<file path="src/rtl/vga_pkg.sv">
// vga_pkg: shared VGA timing defaults, counter/pixel types and helpers that
// turn porch/sync widths into terminal counts and sync bounds.
// Default 640x480@60 timing: H total 800 (sync 656..751), V total 525 (sync 490..491).
package vga_pkg;

   // Default horizontal timing in pixel periods (25 MHz pixel rate)
   localparam int H_ACTIVE_DEF = 640;
   localparam int H_FP_DEF     = 16;
   localparam int H_SYNC_DEF   = 96;
   localparam int H_BP_DEF     = 48;

   // Default vertical timing in lines
   localparam int V_ACTIVE_DEF = 480;
   localparam int V_FP_DEF     = 10;
   localparam int V_SYNC_DEF   = 2;
   localparam int V_BP_DEF     = 33;

   // Both counters fit in 10 bits (800 and 525 totals)
   localparam int CNT_W = 10;

   typedef logic [CNT_W-1:0] cnt_t;
   typedef logic [2:0]       rgb_t;

   // One pixel's worth of monitor-side signals travelling down the pipeline
   typedef struct packed {
      logic hsync_n;
      logic vsync_n;
      logic active;
      rgb_t rgb;
   } pix_beat_t;

   // Idle beat: syncs deasserted (high), blanked, black
   localparam pix_beat_t BEAT_IDLE = '{hsync_n: 1'b1, vsync_n: 1'b1, active: 1'b0, rgb: 3'b000};

   // Last count of a scan axis (total - 1), e.g. 799 / 524 by default
   function automatic cnt_t last_count(input int act, input int fp, input int sync, input int bp);
      return cnt_t'(act + fp + sync + bp - 1);
   endfunction

   // First count at which sync is asserted, e.g. 656 / 490 by default
   function automatic cnt_t sync_first(input int act, input int fp);
      return cnt_t'(act + fp);
   endfunction

   // Last count at which sync is asserted, e.g. 751 / 491 by default
   function automatic cnt_t sync_last(input int act, input int fp, input int sync);
      return cnt_t'(act + fp + sync - 1);
   endfunction

endpackage

</file>
<file path="src/rtl/vga_sync_pipe.sv">
// vga_sync_pipe: one-pixel delay stage for hsync/vsync/active/rgb so the
// syncs leave the block aligned with the pixel colour. Outside the active
// window rgb is forced to black.
module vga_sync_pipe
   import vga_pkg::*;
(
   input  logic      clk,
   input  logic      rst,
   input  logic      pix_en_i,
   input  pix_beat_t beat_i,
   output pix_beat_t beat_o
);

   pix_beat_t beat_q;
   pix_beat_t beat_d;

   // Capture a new beat only on pixel edges; hold it across the idle clk
   always_comb begin
      beat_d = beat_q;
      if (pix_en_i) begin
         beat_d = beat_i;
      end
   end

   // Stage register, idle (syncs high, blank) while in reset
   always_ff @(posedge clk or posedge rst) begin
      if (rst) begin
         beat_q <= BEAT_IDLE;
      end else begin
         beat_q <= beat_d;
      end
   end

   // Blank the colour whenever the delayed active flag is low
   always_comb begin
      beat_o = beat_q;
      if (!beat_q.active) begin
         beat_o.rgb = '0;
      end
   end

endmodule

</file>
<file path="src/rtl/vga_scan_ctrl.sv">
// vga_scan_ctrl: VGA raster timing from a 50 MHz clock with a 25 MHz pixel
// enable. Produces doubled-pixel coordinates for sprite logic, takes the
// returned colour one clk later and drives hsync/vsync/rgb to the monitor.
// Optional build macro VGA_TEST_PATTERN_EN replaces the colour input by eight
// vertical colour bars taken from hcount[9:7]; pipeline timing is unchanged.
//
// Colour timing contract: xvga/yvga change only on pix_en edges; color must be
// valid by the following clk edge and is sampled only on the next pix_en edge,
// so any value it takes in the first half of a pixel is ignored.
module vga_scan_ctrl
   import vga_pkg::*;
#(
   parameter int H_ACTIVE = H_ACTIVE_DEF,
   parameter int H_FP     = H_FP_DEF,
   parameter int H_SYNC   = H_SYNC_DEF,
   parameter int H_BP     = H_BP_DEF,
   parameter int V_ACTIVE = V_ACTIVE_DEF,
   parameter int V_FP     = V_FP_DEF,
   parameter int V_SYNC   = V_SYNC_DEF,
   parameter int V_BP     = V_BP_DEF
) (
   input  logic       clk,
   input  logic       rst,
   input  logic [2:0] color,
   output logic [8:0] xvga,
   output logic [7:0] yvga,
   output logic       hsync,
   output logic       vsync,
   output logic [2:0] rgb,
   output logic       frame_start
);

   localparam cnt_t H_ACT_C    = cnt_t'(H_ACTIVE);
   localparam cnt_t V_ACT_C    = cnt_t'(V_ACTIVE);
   localparam cnt_t H_LAST_C   = last_count(H_ACTIVE, H_FP, H_SYNC, H_BP);
   localparam cnt_t V_LAST_C   = last_count(V_ACTIVE, V_FP, V_SYNC, V_BP);
   localparam cnt_t HS_FIRST_C = sync_first(H_ACTIVE, H_FP);
   localparam cnt_t HS_LAST_C  = sync_last(H_ACTIVE, H_FP, H_SYNC);
   localparam cnt_t VS_FIRST_C = sync_first(V_ACTIVE, V_FP);
   localparam cnt_t VS_LAST_C  = sync_last(V_ACTIVE, V_FP, V_SYNC);

   logic      pix_en_q;
   logic      pix_en_d;
   cnt_t      hcount_q;
   cnt_t      hcount_d;
   cnt_t      vcount_q;
   cnt_t      vcount_d;
   logic      frame_start_q;
   logic      frame_start_d;
   logic      h_wrap;
   logic      v_wrap;
   logic      active;
   rgb_t      pixel_src;
   pix_beat_t beat_d;
   pix_beat_t beat_out;

   // Pixel enable toggles every clk; reset leaves it low so the first pixel
   // edge is the second clk after release
   always_comb begin
      pix_en_d = ~pix_en_q;
   end

   // Raster counters advance only on pixel edges; frame_start marks the edge
   // where both wrap back to the origin
   always_comb begin
      h_wrap        = (hcount_q == H_LAST_C);
      v_wrap        = (vcount_q == V_LAST_C);
      hcount_d      = hcount_q;
      vcount_d      = vcount_q;
      frame_start_d = pix_en_q & h_wrap & v_wrap;
      if (pix_en_q) begin
         hcount_d = h_wrap ? '0 : cnt_t'(hcount_q + 1'b1);
         if (h_wrap) begin
            vcount_d = v_wrap ? '0 : cnt_t'(vcount_q + 1'b1);
         end
      end
   end

   // Timing state; asynchronous reset restarts the raster at the origin
   always_ff @(posedge clk or posedge rst) begin
      if (rst) begin
         pix_en_q      <= 1'b0;
         hcount_q      <= '0;
         vcount_q      <= '0;
         frame_start_q <= 1'b0;
      end else begin
         pix_en_q      <= pix_en_d;
         hcount_q      <= hcount_d;
         vcount_q      <= vcount_d;
         frame_start_q <= frame_start_d;
      end
   end

   // Active window, doubled-pixel coordinates (zero while blanked) and raw syncs
   always_comb begin
      active = (hcount_q < H_ACT_C) && (vcount_q < V_ACT_C);
      xvga   = active ? hcount_q[9:1] : '0;
      yvga   = active ? vcount_q[8:1] : '0;
      beat_d.hsync_n = !((hcount_q >= HS_FIRST_C) && (hcount_q <= HS_LAST_C));
      beat_d.vsync_n = !((vcount_q >= VS_FIRST_C) && (vcount_q <= VS_LAST_C));
      beat_d.active  = active;
      beat_d.rgb     = pixel_src;
   end

`ifdef VGA_TEST_PATTERN_EN
   rgb_t pattern_q;

   // Bar colour delayed one clk, mirroring the sprite lookup latency so the
   // pipeline samples the bar of the pixel presented one period earlier
   always_ff @(posedge clk or posedge rst) begin
      if (rst) begin
         pattern_q <= '0;
      end else begin
         pattern_q <= hcount_q[9:7];
      end
   end

   assign pixel_src = pattern_q;
`else
   assign pixel_src = color;
`endif

   vga_sync_pipe u_sync_pipe (
      .clk      (clk),
      .rst      (rst),
      .pix_en_i (pix_en_q),
      .beat_i   (beat_d),
      .beat_o   (beat_out)
   );

   assign hsync       = beat_out.hsync_n;
   assign vsync       = beat_out.vsync_n;
   assign rgb         = beat_out.rgb;
   assign frame_start = frame_start_q;

endmodule

</file>
<file path="config.mk">
export PLATFORM = sky130hd
export DESIGN_NAME = vga_scan_ctrl
export DESIGN_NICKNAME = d
export VERILOG_FILES = /design/src/rtl/vga_pkg.sv /design/src/rtl/vga_sync_pipe.sv /design/src/rtl/vga_scan_ctrl.sv
export SDC_FILE = /design/constraint.sdc
export NUM_CORES = 1
export LEC_CHECK = 0
export CAP_MARGIN = 20
export CORE_MARGIN = 4
export CORE_UTILIZATION = 27
export CTS_CLUSTER_DIAMETER = 120
export DETAILED_ROUTE_END_ITERATION = 7
export PLACE_DENSITY = 0.52
export SLEW_MARGIN = 25
export SYNTH_ARGS = -nofsm -noshare
export SYNTH_HDL_FRONTEND = slang
export SYNTH_SLANG_ARGS = --single-unit
</file>
<file path="constraint.sdc">
create_clock -name clk -period 2.1 [get_ports clk]
set_input_delay 0.42 -clock clk [delete_from_list [all_inputs] [get_ports clk]]
set_output_delay 0.42 -clock clk [all_outputs]
set_load 0.005 [all_outputs]
</file>
Yosys cells after proc, flatten, opt, wreduce, memory -nomap -nowiden
Cells that the tools add are included.
Storage, ports and cells
  flip-flop bits (word level): 28
  latch bits: 0
  memory bits (writable): 0
  ROM bits: 0
  bits of input ports: 5
  output and inout bits: 23
  logic and storage cells: 32
  memories kept: 0
Operators by class
  add/sub/neg operators: 2
  multipliers: 0
  div/mod/pow operators: 0
  $lt $le $gt $ge: 6
  eq/ne operators: 2
  shift-type cells: 0
  muxes and demuxes: 5
  bitwise gates (word level): 3
  reductions and logical operators: 6
Operators by type and width (number)
  $add A10 B1 Y10 const B: 2
  $eq A10 B10 Y1 const B: 2
  $mux W10: 2
  $ge A10 B10 Y1 const B: 1
  $ge A10 B9 Y1 const B: 1
  $le A10 B10 Y1 const B: 1
  $le A10 B9 Y1 const B: 1
  $lt A10 B10 Y1 const B: 1
  $lt A10 B9 Y1 const B: 1
  $mux W9: 1
  $mux W8: 1
  $logic_and A1 B1 Y1: 3
  $mux W3: 1
  $and A1 B1 Y1: 2
  $logic_not A1 Y1: 2
  $reduce_and A2 Y1: 1
  $not A1 Y1: 1

Depth between registers and ports, before layout
Gate-level depths: netlist of the first run.
  depth in word-level cells: 3
  mapped depth: 6

Modules after synthesis
From an unflattened synthesis of the first run, not the netlist that was laid out.
Second synthesis, totals
  cells, all modules: 159
  area total of the unflattened synthesis: 1635.3 µm²
Modules (own cells, without submodules)
  vga_scan_ctrl: instances 1, cells an instance 139, area an instance 1336.3 µm², sequential area each 550.5 µm²
  vga_sync_pipe: instances 1, cells an instance 20, area an instance 299.0 µm², sequential area each 152.6 µm²

Least setup slack after synthesis of the first run
Ideal clock, no wire load.
  path kind: flip-flop to output port
  from: register vcount_q[5]
  to: output xvga[5]
  data arrival time: 1.306 ns
  data required time: 1.680 ns
  setup slack: 0.374 ns
  cell stages (with the launch flop): 7
  path buffers: 2
  cell sequence: dfrtp_1 -> and3_1 -> nand2_1 -> and3b_1 -> buf_2 -> buf_2 -> and2_1
Between the ends
  cells in the longest elaborated chain, start to end: 3
RTL lines
  from (decl): RTL line vga_scan_ctrl.sv:46  | cnt_t vcount_q;
  from (signal assigned): RTL line vga_scan_ctrl.sv:89  | vcount_q <= vcount_d;
  $lt A10 B9 Y1: RTL line vga_scan_ctrl.sv:96  | active = (hcount_q < H_ACT_C) && (vcount_q < V_ACT_C);
  $logic_and A1 B1 Y1: RTL line vga_scan_ctrl.sv:96
  $mux W9: RTL line vga_scan_ctrl.sv:97  | xvga = active ? hcount_q[9:1] : '0;
  to (decl): RTL line vga_scan_ctrl.sv:25  | output logic [8:0] xvga,
No other way between the ends.

Worst setup path in the final report of the first run
  from: register vcount_q[6]
  to: output xvga[4]
Same word-level chain as after synthesis.

==> flow_summary.toml, run 1 <==
[grt]
overflow = 0
track_usage_pct = 10.6
grt_max_degree = 29
grt_pass1_vias = 1202
grt_pass1_wl_mm = 6.11
antenna_found_initial = 0

[drt]
dr.pass1.iters = 4
drc_errors = 0
via_count = 1257
viasPerCell = 4.52
routed_wl_mm = 3.62
wl_per_cell_um = 13.0
drt_iter0_drc = 67
drtAntennaViolNets = 0

[job]
cap_viol_max_count = 0

[critical_path]
regToRegSetupSlack_ns = 0.21
endpoint_kind = "primary output"
arrival_ns = 1.70
cp-start-kind = "flip-flop"
crit_path_end = "xvga[4]"
reg2reg_to = "vcount_q[6]$_DFFE_PP0P_"
path_cells = "and3_4, nand2_2, and3b_2, buf_6, buf_6, buf_6, and2_4, buf_6"
worstSetupPathType = "flip-flop to primary output"
cp.required_ns = 1.68
cp-startpoint = "vcount_q[6]$_DFFE_PP0P_"
crit_path_top_delay_cell = "dfrtp_1"
reg2regPathDepth = 5
critPathMaxStageDelay_ns = 0.37
timing.rr.start = "hcount_q[0]$_DFFE_PP0P_"
crit_path_max_fanout = 4
cpMostUsedCell = "buf_6"

[placement]
gp_congestion = 0.734
portBuffers = 27
placed_cell_area_um2 = 2010
dp.cells = 265
dp_hpwl_mm = 2.49

[yosys]
avgSynthCellArea_um2 = 10.0
synth_nets = 166
synth-main-ff-cell = "dfrtp_1"
ys_seq_area_share_pct = 44.8
synthArstFlopShare_pct = 100
yosysWarningCount = 0
yosysTopAreaCell = "dfrtp_1"
synth_cells = 157
netlist_top_cells_area = "dfrtp_1 41%, and2_1 8.4%, dfstp_2 3.3%, ha_1 3.2%, mux2_2 2.9%"
synth.top_cell.area_share_pct = 41.4
synth_cell_types = 37
synth_area_um2 = 1570
synth-seq-cells = 28
synth_edf_count = 0

[layout]
synthToLayoutAreaGrowth_pct = 36.3
antenna_cells = 0
multi_input_area_um2 = 788
seqCellArea_um2 = 703
final_nets = 216
layout-drive-gt1-share_pct = 29.6
nFillCells = 574
design_area_um2 = 2140
final_cells = 278

[power]
p_int_uw = 813
seqPwrFrac_pct = 54.1
irDropWorstVdd_uv = 225
p_per_area_nw_per_um2 = 469
p_sw_uw = 190
switching_share_pct = 19.0
p_leak_nw = 1.01
clkPwrFrac_pct = 42.9
comb_power_share_pct = 3.0

[floorplan]
start_util_pct = 28.2
die_area_um2 = 7100
die_h_um = 84.3
pin_count = 28
fp.coreArea_um2 = 5570
floorplan.rows = 27
die_x_um = 84.3

[cts]
cts.path.max_buffers = 2
htreeDepth = 1
clkTransAtPathRegs_ns = 0.10
cts_tree = "done"
clk_latency_ns = 0.28
cts_buffers = 3
cts-root-buf = "clkbuf_8"
clock-sinks = 28

[sta]
fin_ws_ns = -0.0221
hold_slack_ns = 0.484
maxClockFrequency_mhz = 471
slew_viol_final = 0
grt_setup_unrepaired = "yes"
slew_headroom_pct = 69.7
fin_crit_ns = 2.12
setup_viol = 1
period_share_pct = 101
hold_violations = 0
finalClockSkew_ns = 0.00627
worst_slew_pin_slew_ns = 0.454

[worst_hold_path]
min_path_type = "primary input to asynchronous set/reset pin"

[outcome]
violations = "setup timing"
status = "finished with violations"
[registers in the layout, summed over array words and instances (netlist names)]
name,flops
hcount_q,10
vcount_q,10
u_sync_pipe.beat_o,3
u_sync_pipe.beat_q,3
frame_start,1
pix_en_q,1
[synthesized netlist by cell type, types with 5 or more instances]
master,number
xor2_1,5
nand3_1,7
o21ai_0,5
inv_1,7
nor2_1,10
nor3_1,5
nand2_1,9
and2_1,21
dfrtp_1,26
xnor2_1,5
[through the flow]
step	setup WS (ns)	total power [mW]	setup TNS (ns)	util [%]
2_1_floorplan	0.374	0.570	0	-
3_3_place_gp	0.0846	0.585	0	36.0
3_5_place_dp	0.0513	0.585	0	36.0
4_1_cts	-0.190	1.02	-0.546	38.3
5_1_grt	-0.0916	1.04	-0.128	38.4
6_report	-0.0221	1.00	-0.0221	38.4
[area by class of cell]
type	count	share of cell area, %
inverter	7	1.23
multi-input combinational	112	36.8
timing repair buffer	55	21.5
tap	72	4.21
sequential	28	32.9
clock inverter	1	1.40
clock buffer	3	1.93
[timing repair]
| item | in CTS | in global routing |
|---|---|---|
| pin swaps | 1 | 2 |
| setup buffers | 6 | 3 |
| hold endpoints to repair | 0 | 0 |
| gates cloned | 1 | 0 |
| endpoints found under the setup margin | 17 | 17 |
| hold buffers | 0 | 0 |
| resized for setup | 32 | 26 |
[power by group through the flow]
| stage | sequential, mW | combinational, mW | clock (mW) |
|---|---|---|---|
| floorplan | 0.553 | 0.0170 | 0 |
| global placement | 0.553 | 0.0312 | 0 |
| detailed placement | 0.554 | 0.0316 | 0 |
| CTS | 0.543 | 0.0316 | 0.441 |
| global route | 0.544 | 0.0342 | 0.465 |
| finish | 0.543 | 0.0298 | 0.431 |
[worst max-delay path: cells and delay by family (launching register included)]
| family | cells | cell delay [ns] |
|---|---|---|
| simple gates | 4 | 0.61 |
| buf+inv | 4 | 0.44 |
| flops | 1 | 0.37 |
[logic make-up after synthesis]
group	Yosys count	share of synthesized area [%]
fa+ha+maj	4	3.19
flops	28	44.8
compound gates	18	6.61
buf+inv	17	5.90
xor+xnor	11	6.61
mux	5	3.51
simple gates	74	29.4
[worst min path at each step]
stage / start / endpoint / cells after the start / slack [ns]
after floorplan: vcount_q[7]$_DFFE_PP0P_ / vcount_q[7]$_DFFE_PP0P_ / 1 / 0.47
after global placement: u_sync_pipe.beat_o[5]$_DFFE_PP1P_ / u_sync_pipe.beat_o[5]$_DFFE_PP1P_ / 2 / 0.48
after detailed placement: u_sync_pipe.beat_o[4]$_DFFE_PP1P_ / u_sync_pipe.beat_o[4]$_DFFE_PP1P_ / 2 / 0.48
after CTS: u_sync_pipe.beat_o[4]$_DFFE_PP1P_ / u_sync_pipe.beat_o[4]$_DFFE_PP1P_ / 2 / 0.50
after global routing: u_sync_pipe.beat_o[5]$_DFFE_PP1P_ / u_sync_pipe.beat_o[5]$_DFFE_PP1P_ / 2 / 0.52
final: rst / u_sync_pipe.beat_q[1]$_DFFE_PP0P_ / 3 / 0.48
[layer usage]
metal	wire (µm)	global-route usage [%]
met5	0	0
met4	68	4.39
met1	1730	14.7
met2	1720	16.4
met3	97	1.37
[layout by cell type (no fill, tap or decap), drive strengths merged]
cell	instances
a21oi	4
a31oi	3
and2	21
and3	4
and3b	1
and4	1
and4b	1
and4bb	2
buf	29
bufinv	1
clkbuf	11
clkdlybuf4s15	8
clkdlybuf4s50	10
dfrtp	26
dfstp	2
ha	4
inv	7
mux2	4
mux2i	1
nand2	10
nand3	7
nand4	5
nand4b	1
nor2	10
nor3	6
nor4	1
o211ai	2
o21ai	9
or3	3
or4b	1
xnor2	6
xor2	5
Note: power is estimated with default switching activity, not from simulation.
==> run 2: changes to the inputs <==
--- a/config.mk
+++ b/config.mk
@@ -5,7 +5,7 @@
 export SDC_FILE = /design/constraint.sdc
 export NUM_CORES = 1
 export LEC_CHECK = 0
-export CAP_MARGIN = 20
+export CAP_MARGIN = 10
 export CORE_MARGIN = 4
 export CORE_UTILIZATION = 27
 export CTS_CLUSTER_DIAMETER = 120
==> results of run 2 <==
No change in the layout: final DEF, timing and power equal those of run 1.
==> run 3: changes to the inputs <==
--- a/config.mk
+++ b/config.mk
@@ -5,7 +5,7 @@
 export SDC_FILE = /design/constraint.sdc
 export NUM_CORES = 1
 export LEC_CHECK = 0
-export CAP_MARGIN = 10
+export CAP_MARGIN = 20
 export CORE_MARGIN = 4
 export CORE_UTILIZATION = 27
 export CTS_CLUSTER_DIAMETER = 120
==> results of run 3 <==
No change in the layout: final DEF, timing and power equal those of run 1.
